<file path="src/rtl/encode_ucb_float_pipe_if.sv">
// rtl/encode_ucb_float_pipe_if.sv - input/output handshake bundle for the binary64 to UCB recoded-float encoder
interface encode_ucb_float_pipe_if;
   logic        in_valid;
   logic        in_ready;
   logic [63:0] in_data;
   logic        out_valid;
   logic        out_ready;
   logic [64:0] out_data;
   logic        out_is_nan;
   logic        out_is_sub;

   modport slave (
      input  in_valid, in_data, out_ready,
      output in_ready, out_valid, out_data, out_is_nan, out_is_sub
   );

   modport master (
      output in_valid, in_data, out_ready,
      input  in_ready, out_valid, out_data, out_is_nan, out_is_sub
   );
endinterface

</file>
<file path="src/rtl/encode_ucb_float_pipe.sv">
// rtl/encode_ucb_float_pipe.sv - 3-stage elastic binary64 to 65-bit UCB recoded-float encoder
// UCB_ENC_SUBNORMAL_EN: defined keeps subnormals (LZC + shifter); undefined flushes them to signed zero.
module encode_ucb_float_pipe (
   input  logic                   clk,
   input  logic                   reset,
   encode_ucb_float_pipe_if.slave bus
);
   logic        r1_valid, r1_sign, r1_exp_z, r1_fract_z, r1_exp_max;
   logic [10:0] r1_exp;
   logic [51:0] r1_fract;
   logic        r2_valid, r2_sign, r2_exp_z, r2_fract_z, r2_exp_max;
   logic [10:0] r2_exp;
   logic [51:0] r2_fract;
   logic        r3_valid, r3_is_nan, r3_is_sub;
   logic [64:0] r3_data;

   logic w_adv3, w_ld3, w_adv2, w_ld2, w_adv1, w_ld1;

   // Ready ripples back from out_ready only; in_valid never feeds in_ready.
   assign w_adv3 = r3_valid & bus.out_ready;
   assign w_ld3  = ~r3_valid | w_adv3;
   assign w_adv2 = r2_valid & w_ld3;
   assign w_ld2  = ~r2_valid | w_adv2;
   assign w_adv1 = r1_valid & w_ld2;
   assign w_ld1  = ~r1_valid | w_adv1;
   assign bus.in_ready = w_ld1;

   always_ff @(posedge clk) begin
      if (reset) begin
         r1_valid <= 1'b0;
      end else if (w_ld1) begin
         r1_valid <= bus.in_valid;
         if (bus.in_valid) begin
            r1_sign    <= bus.in_data[63];
            r1_exp     <= bus.in_data[62:52];
            r1_fract   <= bus.in_data[51:0];
            r1_exp_z   <= (bus.in_data[62:52] == 11'h000);
            r1_fract_z <= (bus.in_data[51:0] == 52'h0);
            r1_exp_max <= (bus.in_data[62:52] == 11'h7FF);
         end
      end
   end

`ifdef UCB_ENC_SUBNORMAL_EN
   logic [5:0] w_norm_dist;
   logic [5:0] r2_norm_dist;

   // Last hit wins, so the result tracks the most significant set bit.
   always_comb begin
      w_norm_dist = 6'd0;
      for (int i = 0; i < 52; i++) begin
         if (r1_fract[i]) w_norm_dist = 6'(51 - i);
      end
   end

   always_ff @(posedge clk) begin
      if (w_ld2 && r1_valid) r2_norm_dist <= w_norm_dist;
   end
`endif

   always_ff @(posedge clk) begin
      if (reset) begin
         r2_valid <= 1'b0;
      end else if (w_ld2) begin
         r2_valid <= r1_valid;
         if (r1_valid) begin
            r2_sign    <= r1_sign;
            r2_exp     <= r1_exp;
            r2_fract   <= r1_fract;
            r2_exp_z   <= r1_exp_z;
            r2_fract_z <= r1_fract_z;
            r2_exp_max <= r1_exp_max;
         end
      end
   end

   logic        w_is_sub, w_is_nan, w_zero;
   logic [11:0] w_adj_exp, w_rexp;
   logic [51:0] w_rsig;

   assign w_is_sub = r2_exp_z & ~r2_fract_z;
   assign w_is_nan = r2_exp_max & ~r2_fract_z;
`ifdef UCB_ENC_SUBNORMAL_EN
   logic [51:0] w_shift;
   assign w_shift = r2_fract << r2_norm_dist;
   assign w_zero  = r2_exp_z & r2_fract_z;
`else
   assign w_zero  = r2_exp_z;
`endif

   always_comb begin
      w_adj_exp = {1'b0, r2_exp} + 12'h401;
      w_rsig    = r2_fract;
`ifdef UCB_ENC_SUBNORMAL_EN
      if (w_is_sub) begin
         w_adj_exp = (~{6'b0, r2_norm_dist}) + 12'h402;
         w_rsig    = {w_shift[50:0], 1'b0};
      end
`else
      if (w_zero) w_rsig = 52'h0;
`endif
      if (w_zero)                         w_rexp = 12'h000;
      else if (r2_exp_max && r2_fract_z)  w_rexp = 12'hC00;
      else if (w_is_nan)                  w_rexp = 12'hE00;
      else                                w_rexp = w_adj_exp;
   end

   always_ff @(posedge clk) begin
      if (reset) begin
         r3_valid  <= 1'b0;
         r3_data   <= 65'h0;
         r3_is_nan <= 1'b0;
         r3_is_sub <= 1'b0;
      end else if (w_ld3) begin
         r3_valid <= r2_valid;
         if (r2_valid) begin
            r3_data   <= {r2_sign, w_rexp, w_rsig};
            r3_is_nan <= w_is_nan;
            r3_is_sub <= w_is_sub;
         end
      end
   end

   assign bus.out_valid  = r3_valid;
   assign bus.out_data   = r3_data;
   assign bus.out_is_nan = r3_is_nan;
   assign bus.out_is_sub = r3_is_sub;
endmodule

</file>
<file path="src/flat_wrapper.sv">
// flat-port wrapper written by rule: the top's interface ports become plain ports
module encode_ucb_float_pipe_flat 
  (clk, reset, bus_in_valid, bus_in_data, bus_out_ready, bus_in_ready, bus_out_valid, bus_out_data, bus_out_is_nan, bus_out_is_sub);
  encode_ucb_float_pipe_if bus_i ();
  input  logic clk;
  input  logic reset;
  input wire logic [$bits(bus_i.in_valid)-1:0] bus_in_valid;
  input wire logic [$bits(bus_i.in_data)-1:0] bus_in_data;
  input wire logic [$bits(bus_i.out_ready)-1:0] bus_out_ready;
  output wire logic [$bits(bus_i.in_ready)-1:0] bus_in_ready;
  output wire logic [$bits(bus_i.out_valid)-1:0] bus_out_valid;
  output wire logic [$bits(bus_i.out_data)-1:0] bus_out_data;
  output wire logic [$bits(bus_i.out_is_nan)-1:0] bus_out_is_nan;
  output wire logic [$bits(bus_i.out_is_sub)-1:0] bus_out_is_sub;
  assign bus_i.in_valid = bus_in_valid;
  assign bus_i.in_data = bus_in_data;
  assign bus_i.out_ready = bus_out_ready;
  assign bus_in_ready = bus_i.in_ready;
  assign bus_out_valid = bus_i.out_valid;
  assign bus_out_data = bus_i.out_data;
  assign bus_out_is_nan = bus_i.out_is_nan;
  assign bus_out_is_sub = bus_i.out_is_sub;
  encode_ucb_float_pipe u_core (.clk(clk), .reset(reset), .bus(bus_i));
endmodule
</file>
<file path="config.mk">
export PLATFORM = sky130hd
export DESIGN_NAME = encode_ucb_float_pipe_flat
export DESIGN_NICKNAME = d
export VERILOG_FILES = /design/src/rtl/encode_ucb_float_pipe_if.sv /design/src/rtl/encode_ucb_float_pipe.sv /design/src/flat_wrapper.sv
export SDC_FILE = /design/constraint.sdc
export NUM_CORES = 1
export LEC_CHECK = 0
export CAP_MARGIN = 25
export CORE_ASPECT_RATIO = 0.6
export CORE_MARGIN = 2
export CORE_UTILIZATION = 56
export CTS_CLUSTER_SIZE = 16
export DETAILED_ROUTE_END_ITERATION = 16
export DONT_BUFFER_PORTS = 1
export MAX_ROUTING_LAYER = met4
export PLACE_DENSITY_LB_ADDON = 0.1
export SYNTH_ARGS = -nofsm -noshare
export SYNTH_HDL_FRONTEND = slang
export SYNTH_SLANG_ARGS = --single-unit
</file>
<file path="constraint.sdc">
create_clock -name clk -period 4.4 [get_ports clk]
set_input_delay 0.22 -clock clk [delete_from_list [all_inputs] [get_ports clk]]
set_output_delay 0.22 -clock clk [all_outputs]
set_load 0.05 [all_outputs]
</file>
* After elaboration in Yosys (flattened, before gate mapping)
Cells that the tools add are included.
** Storage, ports and cells
- Register bits :: 204
- Output and inout bits :: 69
** Operators by class
- $add $sub $neg :: 1
- Eq/ne operators :: 1
- Multiplexer cells :: 4
- Bitwise logic cells :: 13
- Reduce and logical (&&, ||, !) cells :: 6
** Operators by type and width (number)
- $logic_not A52 Y1 :: 1
- $mux W52 :: 1
- $mux W12 :: 3
- $add A11 B11 Y12 const B :: 1
- $eq A11 B11 Y1 const B :: 1
- $logic_not A11 Y1 :: 1
- $reduce_and A3 Y1 :: 2
- $and A1 B1 Y1 :: 5
- $not A1 Y1 :: 5
- $or A1 B1 Y1 :: 3
- $reduce_and A2 Y1 :: 1
- $logic_and A1 B1 Y1 :: 1

* Logic depth before layout (Yosys ltp)
- Word-level depth :: 7
- Depth in mapped cells :: 8
- Depth with buffers taken out :: 5

* Least setup slack after synthesis
Ideal clock, no wire load.
- Path kind :: reg-to-reg
- From :: register u_core.r3_valid, in the netlist u_core.bus.out_valid
- To :: register u_core.r2_exp[0] (enable)
- Library setup time :: 514 ps
- Arrival :: 4100 ps
- Required time :: 3886 ps
- Setup slack :: -214 ps
- Cell stages (with the launch flop) :: 4
- Path buffers :: 1
- Period minus slack after synthesis :: 4614 ps
- Path through :: dfxtp_1 -> nor2b_1 -> buf_4 -> a21oi_1
** Between the ends
- Word-level cells in the longest chain between the ends :: 5
- Elaborated cells on any way between the ends :: 6
- Those cells by class :: bitwise (5); reduce/logical (1)
** RTL lines
- start: declaration :: line encode_ucb_float_pipe.sv:14 : logic r3_valid, r3_is_nan, r3_is_sub;
- start signal: assignment :: line encode_ucb_float_pipe.sv:115 : r3_valid <= r2_valid;
- $and A1 B1 Y1 or $not A1 Y1 (tied branches) :: line encode_ucb_float_pipe.sv:20, encode_ucb_float_pipe.sv:21
- $or A1 B1 Y1 (*) :: line encode_ucb_float_pipe.sv:21 : assign w_ld3 = ~r3_valid | w_adv3;
- $and A1 B1 Y1 (*) :: line encode_ucb_float_pipe.sv:22 : assign w_adv2 = r2_valid & w_ld3;
- $or A1 B1 Y1 (*) :: line encode_ucb_float_pipe.sv:23 : assign w_ld2 = ~r2_valid | w_adv2;
- $reduce_and A3 Y1 (no source line) (*)
- end signal: assignment :: line encode_ucb_float_pipe.sv:68 : r2_exp <= r1_exp;
- end: declaration :: line encode_ucb_float_pipe.sv:12 : logic [10:0] r2_exp;
Every way passes the cells marked *; elsewhere a longest branch is shown, timed or not.
A chain may end at the register's enable or synchronous reset.

* Worst setup path after layout
- From :: register u_core.r3_valid, in the netlist u_core.bus.out_valid
- To :: register u_core.r1_fract[42] (enable)
** Between the ends
- Word-level cells in the longest chain between the ends :: 7
- Elaborated cells on any way between the ends :: 8
- Those cells by class :: bitwise (7); reduce/logical (1)
** RTL lines
- $and A1 B1 Y1 or $not A1 Y1 (tied branches) :: line encode_ucb_float_pipe.sv:20, encode_ucb_float_pipe.sv:21
- $or A1 B1 Y1 (*) :: line encode_ucb_float_pipe.sv:21
- $and A1 B1 Y1 (*) :: line encode_ucb_float_pipe.sv:22
- $or A1 B1 Y1 (*) :: line encode_ucb_float_pipe.sv:23
- $and A1 B1 Y1 (*) :: line encode_ucb_float_pipe.sv:24 : assign w_adv1 = r1_valid & w_ld2;
- $or A1 B1 Y1 (*) :: line encode_ucb_float_pipe.sv:25 : assign w_ld1 = ~r1_valid | w_adv1;
- named net bus_in_ready :: line flat_wrapper.sv:10 : output wire logic [$bits(bus_i.in_ready)-1:0] bus_in_ready;
- $reduce_and A3 Y1 (no source line) (*)
- end signal: assignment :: line encode_ucb_float_pipe.sv:36 : r1_fract <= bus.in_data[51:0];
- end: declaration :: line encode_ucb_float_pipe.sv:10 : logic [51:0] r1_fract;
The timed path passes the listed nets; every way through them passes the cells marked *.

==> flow_summary.ini <==
[power]
power.sequential.fraction_pct = 56.6
fraction_of_power_consumed_by_combinational_cells_pct = 3.2
power_frac_clock_pct = 40.2
netSwitchingFraction_pct = 20.4
net-switching-power_w = 0.000772
power_leakage_nw = 2.69
power.density_nw_per_um2 = 447
p_int_w = 0.00302
worst_ir_drop_vdd_mv = 0.449

[cts]
clock_tree.root_cell = sky130_fd_sc_hd__clkbuf_16
cts-htree-levels = 1
clk-insertion-delay-late_ns = 0.48
cts_tree = built
clock_path_buffers = 3
cts.clk_slew.worst_paths_ns = 0.07
cts-buffers-inserted = 19
cts.sink_count = 204
cts_resized = 0

[worst_hold_path]
min_to = u_core.r1_exp_max
min_path_type = in -> reg
worst_hold_path.num_cells = 2
hold_path.startpoint = bus_in_data[60]

[synthesis]
yosys_register_bits = 204
netlist_instances = 498
synth-simple-area-share_pct = 13.8
yosys.area_share.adder_pct = 0.177
sequential_element_share_of_the_synthesized_area_pct = 76.6
synth_compound_gate_area_share_pct = 6.40
ys_async_sr_fraction_pct = 0
synth-xor-area-share_pct = 0.866
synth_ff_type = sky130_fd_sc_hd__edfxtp_1
yosys_warnings = 0
synthDistinctLibCells = 40
synth_edf_count = 134
netlist_area_um2 = 7080
syn_avg_cell_area_um2 = 14.2
synth_top_family_by_area = simple AND/OR/NAND/NOR gates
mappedNetlistNets = 567
yosys-mux-area-fraction_pct = 0

[place]
placed_cells_incl_taps = 638
detailed_place.area_um2 = 7200
setup_ws_pre_cts_ns = 1.32
gp_congestion = 0.762
place_hpwl_um = 8500
io_buffer_count = 0

[grt]
gr-max-usage-layer = met2
grt_util_met3_pct = 7.84
global_route.usage.met1_pct = 30.0
antenna_found_initial = 0
grt_pass1_vias = 4185
grt_max_degree = 71
grt.overflow.total = 0
gr-usage-met2_pct = 34.4
wire_length_of_the_first_global_routing_pass_um = 22700
groute.usage.overall_pct = 22.6

[drt]
firstDrtPassIters = 4
route.detailed.drc = 0
dr.first_iter.drc_count = 190
route.antenna.remaining_nets = 0
route.detailed.vias_per_inst = 5.60
detailroute.via_count = 4130
wirelength_um = 14500
routedWlPerCell_um = 19.6

[setup_path]
r2r_start = u_core.bus.out_valid
path_max_fanout = 67
timing.critical_path.cells = nor2b_1, nand3_1, and3_4
critical_path.startpoint_type = register
critical_path.slowest_cell = sky130_fd_sc_hd__nor2b_1
worst_path_dominant_cell_family = simple AND/OR/NAND/NOR gates
worst-endpoint-required_ns = 4.51
worstReg2RegEnd = u_core.r1_fract[42]
cp-end-kind = register
critical-path-max-stage-delay_ns = 0.72
critPathBufInv = 0
timing_worst_setup_path_type = reg -> reg
endpoint_arrival_time_on_the_critical_path_ns = 3.23
worst_r2r_path_depth = 3
reg2reg_slack_ns = 1.28

[sta]
fin_ws_ns = 1.28
timing.final.crit_share_pct = 71.0
maxSlewHeadroom_pct = 36.1
worstMarginPinSlew_ns = 0.957
fmaxAchievable_mhz = 320
timing.setup.tns_ns = 0
setup_violations = 0
rsz0062_at_grt = no
finalCriticalPeriod_ns = 3.12
skew_ns = 0.0123
timing_hold_violations_final = 0
timing.final.max_slew_violations = 0

[die]
die_x_um = 149
chip_height_um = 91.1
core.rowCount = 31
floorplan.initialDensity_pct = 58.1
die_area_um2 = 13600
design.core.area_um2 = 12200
io_pins = 137

[finish]
fin_util_pct = 69.5
final.fill_count = 867
layout.nets = 630
multi_input_comb_area_um2 = 1520
share_of_cells_above_drive_strength_1_pct = 7.33
instances_no_fill = 738
most_common_cell_after_layout_fill_and_taps_aside = sky130_fd_sc_hd__edfxtp_1
layout-area-overhead-vs-synth_pct = 19.6
final_area_um2 = 8470
mostFrequentLayoutCells = sky130_fd_sc_hd__edfxtp_1 (134), sky130_fd_sc_hd__dfxtp_1 (70), sky130_fd_sc_hd__dlygate4sd3_1 (66), sky130_fd_sc_hd__nand2_1 (64), sky130_fd_sc_hd__a21oi_1 (61)
antenna_cells_inserted = 0
area_of_all_sequential_standard_cells_um2 = 5430

[outcome]
status = completed

[job]
drv.max_cap_violation_count = 0
## worst reg2reg max path, cell delays in order, from the launching register on
cell and delay (ns):
sky130_fd_sc_hd__dfxtp_1 0.63, sky130_fd_sc_hd__nor2b_1 0.72, sky130_fd_sc_hd__nand3_1 0.66, sky130_fd_sc_hd__and3_4 0.68
## power groups by stage
stage	Combinational (W)	Sequential, W	Clock [W]
floorplan	0.0000539	0.00218	0
global placement	0.0000583	0.00218	0
detailed placement	0.0000596	0.00219	0
CTS	0.000122	0.00214	0.00155
global route	0.000134	0.00215	0.00163
finish	0.000123	0.00214	0.00152
## per-stage QoR
step	hold slack [ns]	power (W)
finish	0.0167	0.00379
detailed placement	0.298	0.00224
CTS	0.000648	0.00382
global placement	0.295	0.00224
floorplan	0.319	0.00223
global route	0.0122	0.00392
## cell usage after synthesis (all sizes together), types with 2 or more instances
cell       n  share of area, %
xnor2      5              0.62
clkbuf    15              0.80
xor2       2              0.25
nand4      5              0.53
nand2     64               3.4
nand3b    54               5.7
inv        5              0.26
nand3     10              0.71
a2bb2oi    2              0.25
o21ai      2              0.14
buf       14               1.1
a22oi      4              0.42
o21a       2              0.21
a2111oi    2              0.35
dfxtp     70                20
nor2      12              0.67
a21oi     62               4.4
edfxtp   134                57
nor4      19               1.8
nor3       4              0.35
## cells by family after synthesis
family | count (synthesis)
buffers and inverters | 34
XOR/XNOR | 7
adder cells (fa/ha/maj) | 1
flip-flops | 204
AO/OA/AOI/OAI | 78
AND/OR/NAND/NOR | 174
## routing by layer
layer / vias to the layer above / part of all wire (%) / wire [um]
li1: 1967 / - / -
met5: - / 0 / 0
met4: 0 / 1.8 / 259
met3: 23 / 9.0 / 1310
met2: 138 / 46 / 6610
met1: 2002 / 44 / 6330
## cell type report
| cell class | instances | share of cell area (%) |
|---|---|---|
| clock buffer | 27 | 6.34 |
| clock inverter | 6 | 0.443 |
| inverter | 5 | 0.222 |
| multi-input combinational | 260 | 18.0 |
| sequential | 204 | 64.1 |
| tap | 165 | 2.44 |
| timing repair buffer | 71 | 8.48 |
## repair_timing
action	in CTS	in global routing
setup buffers	0	0
hold buffers	67	0
endpoints found under the hold margin	136	0
## worst max path at each step
stage                          end  slack, ns  depth (start not counted)                  from
2_1_floorplan     u_core.r1_exp[0]       1.02                          4  u_core.bus.out_valid
3_3_place_gp    u_core.r1_fract[6]       1.38                          3  u_core.bus.out_valid
3_5_place_dp   u_core.r1_fract[42]       1.32                          3  u_core.bus.out_valid
4_1_cts        u_core.r1_fract[42]       1.27                          3  u_core.bus.out_valid
5_1_grt        u_core.r1_fract[42]       1.07                          3  u_core.bus.out_valid
6_report       u_core.r1_fract[42]       1.28                          3  u_core.bus.out_valid
## flip-flops by register name, summed over array words and instances (netlist names), 11 cells and up
signal,flops
u_core.r1_exp,11
u_core.r2_exp,11
u_core.r1_fract,52
u_core.r2_fract,52
u_core.bus.out_data,65
(Power assumes the default switching activity.)
